===== src/rtl/truth_table_sweeper.sv =====
// rtl/truth_table_sweeper.sv - exhaustive input sweep engine with masked output compare
//
// Drives all 2^K input combinations onto a DUT and its golden model, holds each
// one for HOLD settle cycles, then compares the outputs for one CHECK cycle under
// CMP_MASK. It reports a saturating mismatch count and the first failing vector.
//
// Configuration macro: SWEEP_GRAY_EN
//   defined   - vectors are issued in Gray order (vector(i) = i ^ (i >> 1))
//   undefined - vectors are issued in binary order (vector(i) = i)
//
// Ports:
//   clk             in   system clock, rising edge
//   reset           in   asynchronous active-low reset
//   start           in   begin a sweep from IDLE or DONE (ignored while busy)
//   abort           in   stop a running sweep, results frozen, back to IDLE
//   dut_out         in   [OUTS] DUT outputs
//   ref_out         in   [OUTS] golden-model outputs
//   vec             out  [K] input combination driven to DUT and reference
//   busy            out  sweep in progress (SETTLE or CHECK)
//   done            out  sweep completed (level)
//   pass            out  done with zero mismatches
//   err_count       out  [ERRW] number of mismatching vectors, saturating
//   first_err_vec   out  [K] vec value of the first mismatch
//   first_err_valid out  first_err_vec holds a captured value
module truth_table_sweeper #(
  parameter int K    = 4,
  parameter int OUTS = 2,
  parameter int HOLD = 1,
  parameter int ERRW = K + 1,
  parameter logic [OUTS-1:0] CMP_MASK = {OUTS{1'b1}}
) (
  input  logic            clk,
  input  logic            reset,
  input  logic            start,
  input  logic            abort,
  input  logic [OUTS-1:0] dut_out,
  input  logic [OUTS-1:0] ref_out,
  output logic [K-1:0]    vec,
  output logic            busy,
  output logic            done,
  output logic            pass,
  output logic [ERRW-1:0] err_count,
  output logic [K-1:0]    first_err_vec,
  output logic            first_err_valid
);

  localparam int CW = (HOLD > 1) ? $clog2(HOLD) : 1;
  // Index is one bit wider than the vector so the terminal compare never wraps.
  localparam logic [K:0] LAST_IDX = {1'b0, {K{1'b1}}};

  typedef enum logic [1:0] {
    IDLE,
    SETTLE,
    CHECK,
    DONE
  } state_t;

  state_t        state;
  logic [K:0]    idx;
  logic [CW-1:0] cnt;

  logic            mismatch;
  logic [K:0]      idx_inc;
  logic [ERRW-1:0] err_inc;

  function automatic logic [K-1:0] vector_of(input logic [K-1:0] i);
`ifdef SWEEP_GRAY_EN
    return i ^ (i >> 1);
`else
    return i;
`endif
  endfunction

  assign mismatch = |((dut_out ^ ref_out) & CMP_MASK);
  assign idx_inc  = idx + 1'b1;
  assign err_inc  = (&err_count) ? err_count : err_count + 1'b1;

  always_ff @(posedge clk or negedge reset) begin
    if (!reset) begin
      state           <= IDLE;
      idx             <= '0;
      cnt             <= '0;
      vec             <= '0;
      busy            <= 1'b0;
      done            <= 1'b0;
      pass            <= 1'b0;
      err_count       <= '0;
      first_err_vec   <= '0;
      first_err_valid <= 1'b0;
    end else begin
      case (state)
        IDLE, DONE: begin
          if (start) begin
            state           <= SETTLE;
            idx             <= '0;
            cnt             <= '0;
            vec             <= vector_of('0);
            busy            <= 1'b1;
            done            <= 1'b0;
            pass            <= 1'b0;
            err_count       <= '0;
            first_err_valid <= 1'b0;
          end
        end

        SETTLE: begin
          if (abort) begin
            state <= IDLE;
            busy  <= 1'b0;
          end else if (cnt == CW'(HOLD - 1)) begin
            state <= CHECK;
          end else begin
            cnt <= cnt + 1'b1;
          end
        end

        CHECK: begin
          // Abort wins over the compare: results stay exactly as they were.
          if (abort) begin
            state <= IDLE;
            busy  <= 1'b0;
          end else begin
            if (mismatch) begin
              err_count <= err_inc;
              if (!first_err_valid) begin
                first_err_vec   <= vec;
                first_err_valid <= 1'b1;
              end
            end
            if (idx == LAST_IDX) begin
              state <= DONE;
              busy  <= 1'b0;
              done  <= 1'b1;
              // Pass reflects the count after this final compare.
              pass  <= (err_count == '0) && !mismatch;
            end else begin
              state <= SETTLE;
              idx   <= idx_inc;
              cnt   <= '0;
              vec   <= vector_of(idx_inc[K-1:0]);
            end
          end
        end

        default: begin
          state <= IDLE;
          busy  <= 1'b0;
        end
      endcase
    end
  end

endmodule


===== config.mk =====
export PLATFORM = sky130hd
export DESIGN_NAME = truth_table_sweeper
export DESIGN_NICKNAME = d
export VERILOG_FILES = /design/src/rtl/truth_table_sweeper.sv
export SDC_FILE = /design/constraint.sdc
export NUM_CORES = 1
export LEC_CHECK = 0
export CAP_MARGIN = 25
export CORE_ASPECT_RATIO = 1.1
export CORE_MARGIN = 2
export CORE_UTILIZATION = 45
export DETAILED_ROUTE_END_ITERATION = 12
export DONT_BUFFER_PORTS = 1
export GPL_TIMING_DRIVEN = 0
export PLACE_DENSITY_LB_ADDON = 0.05
export SLEW_MARGIN = 20
export SYNTH_ARGS = -nofsm -noshare
export SYNTH_HDL_FRONTEND = slang
export SYNTH_SLANG_ARGS = --single-unit
export TNS_END_PERCENT = 30

===== constraint.sdc =====
create_clock -name clk -period 2.2 [get_ports clk]
set_clock_uncertainty 0.05 [all_clocks]
set_input_delay 0.44 -clock clk [delete_from_list [all_inputs] [get_ports clk]]
set_output_delay 0.44 -clock clk [all_outputs]
set_load 0.02 [all_outputs]

**Word-level counts from Yosys, hierarchy flattened**

Index checks and enable logic that the tools add are counted.

- Muxes and demuxes: 38
- Reductions and logical operators: 16
- Bitwise operators: 3
- Add/sub/neg operators: 3
- Eq/ne operators: 14

Operators with widths:

| operator | count |
|---|---|
| $mux W5 | 6 |
| $pmux W5 S2 | 2 |
| $reduce_and A4 Y1 | 5 |
| $ne A2 B2 Y1 const B | 8 |
| $mux W1 | 15 |
| $mux W4 | 3 |
| $add A5 B1 Y5 const B | 2 |
| $mux W2 | 5 |
| $reduce_and A5 Y1 | 2 |
| $pmux W4 S2 | 1 |
| $ne A3 B3 Y1 const B | 2 |
| $pmux W1 S2 | 3 |
| $pmux W1 S3 | 2 |
| $pmux W2 S3 | 1 |
| $eq A5 B4 Y1 const B | 1 |
| $logic_not A5 Y1 | 1 |
| $eq A2 B2 Y1 const B | 2 |
| $reduce_or A2 Y1 | 2 |
| $reduce_and A3 Y1 | 1 |
| $eq A2 B1 Y1 const B | 1 |
| $logic_not A2 Y1 | 1 |
| $not A1 Y1 | 2 |
| $reduce_and A2 Y1 | 1 |
| $reduce_bool A2 Y1 | 1 |
| 4 further kinds | 4 |

- Bits of input ports: 8
- Output and inout port bits: 17
- Register bits after elaboration: 25

**Logic depth before layout (Yosys ltp)**

- Word-level depth: 7
- Gate-level depth with buffers: 7

**Worst setup path after synthesis**

OpenSTA, ideal clock, no wires.

- Path type: reg2reg
- Start point: register err_count[0]
- End point: register err_count[3]
- Path buffers: 0
- Setup time: 0.124 ns
- Stages on the path, launching flop included: 7
- Slack: 0.419 ns
- Arrival: 1.607 ns
- Path through: dfrtp_1 > ha_1 > and3_1 > ha_1 > a21oi_4 > a21oi_1 > a211o_1

- Word-level cells in the longest chain between the ends: 5

Ends and longest elaborated chain:

| what | line | text |
|---|---|---|
| start, declared | 42 | `output logic [ERRW-1:0] err_count,` |
| start signal, assigned | 124 | `err_count <= err_inc;` |
| $add A5 B1 Y5 | 76 | `assign err_inc = (&err_count) ? err_count : err_count + 1'b1;` |
| $mux W5 | 76 |  |
| $mux W5 | 123 | `if (mismatch) begin` |
| $mux W5 | 119 | `if (abort) begin` |
| $pmux W5 S2 | 91 | `case (state)` |

Parallel ways exist; a longest one is shown, timed or not. The select of a mux whose other input is x is not followed.
A chain may end at the register's enable or synchronous reset.

**Worst setup path in the final report**

Ends and elaborated chain as after synthesis.

==> results.py <==
metrics = {
    "finish": {
        "nets": 144,
        "mostFrequentLayoutCell": "dfrtp_1",
        "fillers": 250,
        "mostFrequentLayoutCells": "dfrtp_1 (20), nand2_1 (16), a21oi_1 (10)",
        "drive_above_1_share": 0.181,
        "area_delta_synth_final_pct": 9.76,
        "diodes": 0,
        "design_area_um2": 1310,
    },
    "synthesis": {
        "synth_area_um2": 1190,
        "yosysSeqAreaShare": 0.420,
        "synth_cells": 121,
        "synth_warnings": 0,
        "syn-num-nets": 137,
        "syn_avg_cell_area_um2": 9.85,
        "synth_cell_type_count": 37,
        "synth-seq-cells": 20,
    },
    "global_route": {
        "grt_max_degree": 21,
        "grt_first_pass_wirelength_um": 3880,
        "overflow": 0,
        "antenna_found_initial": 0,
        "grt_pass1_vias": 922,
        "grt_util_all_layers": 0.170,
    },
    "floorplan": {
        "start_util": 0.473,
        "core_region_area_um2": 2520,
        "die-area_um2": 3080,
        "dieWidth_um": 53.1,
        "io_pins": 25,
        "rows": 19,
        "die_h_um": 58.0,
    },
    "sta": {
        "worstMarginPinSlew_ps": 339,
        "holdWs_ps": 164,
        "hold_viol_final": 0,
        "drv_slew": 0,
        "slew_headroom": 0.773,
        "fin_crit_ps": 1950,
        "finalSetupViolations": 0,
        "rsz0062_at_grt": "no",
        "period_share": 0.885,
        "fin_tns_setup_ps": 0,
        "max_freq_mhz": 513,
    },
    "power": {
        "p_leak_nw": 0.635,
        "power.density_nw_per_um2": 1030,
        "vdd_drop_max_mv": 0.597,
    },
    "clocking": {
        "root_buffer": "clkbuf_4",
        "cts_tree": "done",
        "clockBufferDepth": 2,
        "numClockSinks": 20,
        "cts_made_buffers": 3,
        "path_clk_slew_ps": 120,
        "htree_levels": 1,
        "cts_resized": 0,
        "worstSkewPairLatency_ps": 300,
    },
    "hold_path": {
        "hold_end": "state[1]$_DFFE_PN0P_",
        "worstHoldStart": "start",
        "whs_path_depth": 1,
        "hold_class": "input port to register",
    },
    "critical_path": {
        "cp.required_ps": 2350,
        "reg2regPathDepth": 6,
        "startpoint_type": "register",
        "r2r_start": "err_count[0]$_DFFE_PN0P_",
        "cp.arrival_ps": 2100,
        "cp_max_fo": 10,
        "crit_type": "register to register",
        "r2r-end": "err_count[3]$_DFFE_PN0P_",
        "critPathCaptureType": "register",
        "timing.reg2reg.setup_slack_ps": 250,
    },
    "detailed_routing": {
        "firstDrtPassIters": 4,
        "final_antenna_net_count": 0,
        "viasPerCell": 5.60,
        "drc": 0,
        "drtIter0Drc": 15,
        "vias": 885,
        "routed_wl_um": 2300,
        "wl_per_cell_um": 14.6,
    },
    "placement": {
        "port_buffers": 0,
        "dpl_cell_area_um2": 1230,
        "dp.final_hpwl_um": 1740,
        "gp_congestion": 0.765,
    },
    "status": {
        "status": "finished clean",
    },
    "run": {
        "cap_violations": 0,
    },
}
-- per-layer routing --
metal | global-route usage | vias to the layer above | wire (um)
met4 | 0.0659 | 0 | 26
met5 | 0 | - | 0
met3 | 0.0361 | 4 | 149
li1 | - | 434 | -
met1 | 0.222 | 419 | 1060
met2 | 0.273 | 28 | 1070
-- worst max path at each step --
| stage | startpoint | endpoint | cells after the start |
|---|---|---|---|
| 2_1_floorplan | err_count[0]$_DFFE_PN0P_ | err_count[3]$_DFFE_PN0P_ | 6 |
| 3_3_place_gp | vec[0]$_DFFE_PN0P_ | vec[2]$_DFFE_PN0P_ | 6 |
| 3_5_place_dp | err_count[0]$_DFFE_PN0P_ | err_count[3]$_DFFE_PN0P_ | 6 |
| 4_1_cts | err_count[0]$_DFFE_PN0P_ | err_count[3]$_DFFE_PN0P_ | 6 |
| 5_1_grt | vec[0]$_DFFE_PN0P_ | vec[2]$_DFFE_PN0P_ | 6 |
| 6_report | err_count[0]$_DFFE_PN0P_ | err_count[3]$_DFFE_PN0P_ | 6 |
-- power by group --
group | switching (W) | leakage (nW) | internal (W)
clock network | 0.000119 | 0.0279 | 0.000184
logic | 0.000305 | 0.334 | 0.000236
registers | 0.0000851 | 0.273 | 0.000425
total | 0.000509 | 0.635 | 0.000845
-- critical path, cell delays in order (launching register included) --
cell     delay, ps
dfrtp_1        520
ha_1           280
and3_1         190
ha_1           210
a21oi_4        250
a21oi_1        110
a211o_1        240
-- area by class of cell --
type,instances,area (um2),share of cell area
inverter,7,26.3,0.0201
clock inverter,1,30.0,0.0229
clock buffer,3,22.5,0.0172
sequential,20,500,0.382
timing repair buffer,2,25.0,0.0191
tap,31,38.8,0.0296
buffer,7,63.8,0.0488
multi-input combinational,87,602,0.460
-- cells by family after synthesis --
kind of cell | share of synthesized area
flops | 0.420
buf+inv | 0.0756
simple gates | 0.183
xor+xnor | 0.0220
fa+ha+maj | 0.0839
compound gates | 0.157
mux | 0.0588
-- sequential cells by signal, summed over array words and instances, names as in the netlist --
register and flops:
busy 1, pass 1, vec 3, done 1, err_count 5, idx 2
first_err_valid 1, state 2, first_err_vec 4
-- metrics by stage --
step | cells | worst slack, ps | util | total power [W]
global placement | 152 | 279 | 0.489 | 0.00104
finish | 158 | 252 | 0.519 | 0.00135
global route | 158 | 78.6 | 0.519 | 0.00146
detailed placement | 152 | 265 | 0.489 | 0.00105
CTS | 157 | 237 | 0.513 | 0.00137
floorplan | 121 | 419 | - | 0.000951
-- cell usage after synthesis --
cell,number,area (um2)
inv_1,7,26.3
nand4_1,2,12.5
buf_4,4,30.0
and2b_2,1,8.76
o21ai_0,4,20.0
or3_2,1,7.51
nand2_1,16,60.1
ha_1,8,100
nor3_1,1,5.00
a21oi_1,10,50.1
a41o_1,1,10.0
a21oi_4,1,16.3
nand2b_1,2,12.5
and3_1,4,25.0
o31ai_1,1,7.51
nor2_2,1,6.26
a211o_1,1,8.76
and4_1,1,8.76
o211ai_1,1,7.51
nand3_1,5,25.0
nor2_1,5,18.8
a31oi_1,2,12.5
mux2_4,1,15.0
nor2b_1,3,18.8
a22o_1,1,8.76
o21bai_1,1,7.51
o2bb2ai_1,1,8.76
o22ai_2,1,12.5
buf_6,3,33.8
mux2_2,4,45.0
a21o_1,1,7.51
dfrtp_1,20,500
mux2i_1,1,10.0
a32o_1,1,10.0
and2_4,1,8.76
xor2_1,1,8.76
xnor2_1,2,17.5
-- repair_timing --
item,CTS,global route
hold endpoints to repair,20,0
hold buffers,1,0
buffers inserted,0,0
Power figures use the tool's default switching activity.
